===== src/rtl/pipeline_elastic_fifo.sv =====
// Elastic valid/ready buffer of DEPTH words with occupancy count, almost-full flag
// and synchronous flush; the upstream ready depends only on registered state and iFlush.
module pipeline_elastic_fifo #(
   parameter  int WD       = 8,
   parameter  int DEPTH    = 4,
   parameter  int AF_LEVEL = 3,
   localparam int CW       = $clog2(DEPTH + 1)
) (
   input  logic          iCLK,
   input  logic          iRST,
   input  logic          iFlush,
   input  logic          iValid_AS,
   output logic          oReady_AS,
   input  logic [WD-1:0] iData_AS,
   output logic          oValid_BS,
   input  logic          iReady_BS,
   output logic [WD-1:0] oData_BS,
   output logic [CW-1:0] oCount,
   output logic          oAlmostFull
);
   localparam int            PW       = $clog2(DEPTH);
   localparam logic [CW-1:0] FULL_CNT = CW'(DEPTH);
   localparam logic [CW-1:0] AF_CNT   = CW'(AF_LEVEL);
   localparam logic [PW-1:0] LAST_PTR = PW'(DEPTH - 1);

   logic [WD-1:0] r_mem [DEPTH];
   logic [PW-1:0] r_wr_ptr;
   logic [PW-1:0] r_rd_ptr;
   logic [CW-1:0] r_count;
   logic          w_push;
   logic          w_pop;

   // Pointers wrap explicitly so DEPTH need not be a power of two.
   function automatic logic [PW-1:0] f_next_ptr(input logic [PW-1:0] ptr);
      return (ptr == LAST_PTR) ? {PW{1'b0}} : ptr + PW'(1);
   endfunction

   assign oReady_AS   = (r_count != FULL_CNT) & ~iFlush;
   assign oValid_BS   = (r_count != {CW{1'b0}});
   assign oData_BS    = r_mem[r_rd_ptr];
   assign oCount      = r_count;
   assign oAlmostFull = (r_count >= AF_CNT);
   assign w_push      = iValid_AS & oReady_AS;
   assign w_pop       = oValid_BS & iReady_BS;

   // Storage: cleared on reset only; a flush leaves contents behind oValid_BS=0.
   always_ff @(posedge iCLK) begin
      if (iRST) begin
         for (int i = 0; i < DEPTH; i++) begin
            r_mem[i] <= {WD{1'b0}};
         end
      end else if (w_push) begin
         r_mem[r_wr_ptr] <= iData_AS;
      end else begin
         r_mem[r_wr_ptr] <= r_mem[r_wr_ptr];
      end
   end

   // Pointer and occupancy state; reset beats flush beats normal traffic.
   always_ff @(posedge iCLK) begin
      if (iRST) begin
         r_wr_ptr <= {PW{1'b0}};
         r_rd_ptr <= {PW{1'b0}};
         r_count  <= {CW{1'b0}};
      end else if (iFlush) begin
         r_wr_ptr <= {PW{1'b0}};
         r_rd_ptr <= {PW{1'b0}};
         r_count  <= {CW{1'b0}};
      end else begin
         if (w_push) begin
            r_wr_ptr <= f_next_ptr(r_wr_ptr);
         end else begin
            r_wr_ptr <= r_wr_ptr;
         end
         if (w_pop) begin
            r_rd_ptr <= f_next_ptr(r_rd_ptr);
         end else begin
            r_rd_ptr <= r_rd_ptr;
         end
         case ({w_push, w_pop})
            2'b10:   r_count <= r_count + CW'(1);
            2'b01:   r_count <= r_count - CW'(1);
            default: r_count <= r_count;
         endcase
      end
   end
endmodule


===== config.mk =====
export PLATFORM = sky130hd
export DESIGN_NAME = pipeline_elastic_fifo
export DESIGN_NICKNAME = d
export VERILOG_FILES = /design/src/rtl/pipeline_elastic_fifo.sv
export SDC_FILE = /design/constraint.sdc
export NUM_CORES = 1
export LEC_CHECK = 0
export CORE_UTILIZATION = 50
export DETAILED_ROUTE_END_ITERATION = 10
export PLACE_DENSITY_LB_ADDON = 0.05
export SETUP_SLACK_MARGIN = 0.4
export SYNTH_ARGS = -nofsm -noshare
export SYNTH_HDL_FRONTEND = slang
export SYNTH_SLANG_ARGS = --single-unit

===== constraint.sdc =====
create_clock -name iCLK -period 4.9 [get_ports iCLK]
set_clock_uncertainty 0.1 [all_clocks]
set_input_delay 1.225 -clock iCLK [delete_from_list [all_inputs] [get_ports iCLK]]
set_output_delay 1.225 -clock iCLK [all_outputs]
set_load 0.005 [all_outputs]

==> results.toml <==
[run_status]
status = "finished clean"

[layout]
fill_cells = 280
n_antenna_cell = 0
seqCellArea_sq_um = 1140
fin_util_pct = 62.6
area_growth_pct = 20.9
fin_nets = 181
multiInputGateArea_sq_um = 691
drive_above_1_share_pct = 15.2

[synth]
syn_area_per_cell_sq_um = 13.8
synth_compound_area_share_pct = 5.15
synth_warnings = 0
yosys.area.top_type = "edfxtp_1"
yosys.area_share.xor_xnor_pct = 0.924
async_reset_ff_share_pct = 0
synth.top_cell.area_share_pct = 50.7
ys_ff_latch = 41
yosys.cell_count.top_type = "edfxtp_1"
synthCells = 137
synth_nets = 154
synth.area.top_cells = "edfxtp_1 (51%), dfxtp_1 (9.5%), mux4_2 (9.5%)"
synthMuxAreaShare_pct = 9.50
synth_seq_area_share_pct = 60.2
ys_top_cells_by_count = "edfxtp_1 (32), and3_1 (24), dfxtp_1 (9), nor2_1 (9)"
synth-simple-area-share_pct = 17.8
synth_edf_count = 32
netlist_area_sq_um = 1900
synthAdderAreaFrac_pct = 3.04
synth_top_family_by_area = "simple AND/OR/NAND/NOR gates"
ys_types = 31
synth_ff_type = "edfxtp_1"

[drt]
avgViaCountPerCell = 5.50
post_drt_wl_per_cell_microns = 15.8
drt_iter0_markers = 44
ant_nets = 0
wirelength_microns = 3360
num_vias = 1171
dr.pass1.iters = 4
drc = 0

[clock_tree]
tritoncts = "built"
root_buffer = "clkbuf_8"
clk_latency_ns = 0.28
cts_hold_buf = 0
clkSlewWorstSetupHoldPaths_ns = 0.08
htreeDepth = 2
numCtsBuffers = 5
cts_resized = 0
clk_path_buf_depth = 2
cts_setup_buffers = 0
cts.sinks = 41

[placed_design]
io_buffer_count = 26
dp_hpwl_microns = 2240
place.gp.congestion = 0.721

[worst_hold_path]
hp-class = "reg -> reg"

[floorplan]
rows = 22
die-area_sq_um = 4040
fp.dieW_microns = 63.6
floorplan.core_area_sq_um = 3660
die_y_microns = 63.6
io_pins = 27
start_util_pct = 51.8

[timing]
setup_viol = 0
fin_crit_sh_pct = 73.9
finalMaxSlewViolations = 0
rsz0062_at_grt = "no"
tightest_slew_ns = 0.675
hold_viol_final = 0
tns_ns = 0
relSlewSlack_pct = 54.8
fin_crit_ns = 3.62
fmax_mhz = 276

[pwr]
max-vdd-ir-drop_v = 0.000181
p_leak_nw = 0.924
power_density_nw_per_um2 = 311

[critical_path]
crit_type = "in -> out"
cp_max_fo = 4
endpoint_kind = "output port"
crit_chain = "clkdlybuf4s50_1, nor2_1, clkdlybuf4s50_1"
crit_path_start_kind = "input port"
critPathMaxStageDelay_ns = 0.50
crit_slowest_cell = "clkdlybuf4s50_1"
cp.required_ns = 3.58
arrival_ns = 2.29
cpMostUsedCell = "clkdlybuf4s50_1"

[global_route]
first_global_vias = 1167
grt_pass1_wl_microns = 5380
track_usage_pct = 18.2
antenna_found_initial = 0
grt_max_degree = 33
overflow = 0

[flow_run]
cap_viol_max_count = 0
per-layer routing:
| metal | vias up | track usage (%) | routed length [microns] |
|---|---|---|---|
| met3 | 5 | 4.35 | 122 |
| met2 | 29 | 31.5 | 1740 |
| li1 | 567 | - | - |
| met1 | 570 | 21.8 | 1450 |
| met5 | - | 0 | 0 |
| met4 | 0 | 6.25 | 42 |
registers in the layout, summed over array words and instances (netlist names), named ones only:
register	count
r_mem	32
r_rd_ptr	2
r_wr_ptr	2
oCount	3
cell type report:
type | count | share of cell area (%)
timing repair buffer | 27 | 11.7
clock inverter | 2 | 1.47
sequential | 41 | 49.8
tap | 48 | 2.62
clock buffer | 6 | 3.17
multi-input combinational | 82 | 30.1
inverter | 7 | 1.15
path summary, 6_finish.rpt:
path,start,endpoint,slack (ns),cells after the start
worst min register to register,r_rd_ptr[0],r_rd_ptr[0],0.41,2
worst max register to register,oCount[2],oCount[2],2.30,9
worst min-delay path,r_rd_ptr[0],r_rd_ptr[0],0.41,2
worst max-delay path,iFlush,oReady_AS,1.28,3
report_power, final:
| part | switching (mW) | total (mW) | internal, mW |
|---|---|---|---|
| combinational | 0.0265 | 0.0597 | 0.0332 |
| clock | 0.109 | 0.260 | 0.150 |
| sequential | 0.00533 | 0.393 | 0.388 |
| total | 0.141 | 0.713 | 0.572 |
cells by family after synthesis:
| logic type | count (synthesis) |
|---|---|
| buffers and inverters | 14 |
| and+or+nand+nor | 55 |
| AOI/OAI and AO/OA | 13 |
| DFF | 41 |
| adders and majority gates | 4 |
| muxes | 8 |
| xor gates and xnor gates | 2 |
per-stage QoR:
stage	total power, mW	hold slack, ns	setup WS (ns)	cells	instance area [sq um]
floorplan	0.430	0.364	1.80	137	1900
global placement	0.460	0.381	1.29	205	2190
detailed placement	0.462	0.400	1.28	205	2190
CTS	0.718	0.413	1.28	213	2290
global route	0.736	0.471	1.22	213	2290
finish	0.713	0.408	1.28	213	2290
cell usage in the layout, fill, tap and decap left out, types with 5 or more instances in the layout:
cell type        count
edfxtp_1            32
clkdlybuf4s50_1     26
and3_1              24
nor2_1               9
dfxtp_1              9
mux4_2               8
and2_1               8
inv_1                7
clkbuf_8             5
critical path, delay by kind of cell:
kind | cells | cell delay, ns
buffers and inverters | 2 | 0.95
AND/OR/NAND/NOR | 1 | 0.12
No activity file was read; power rests on OpenSTA's default activity.
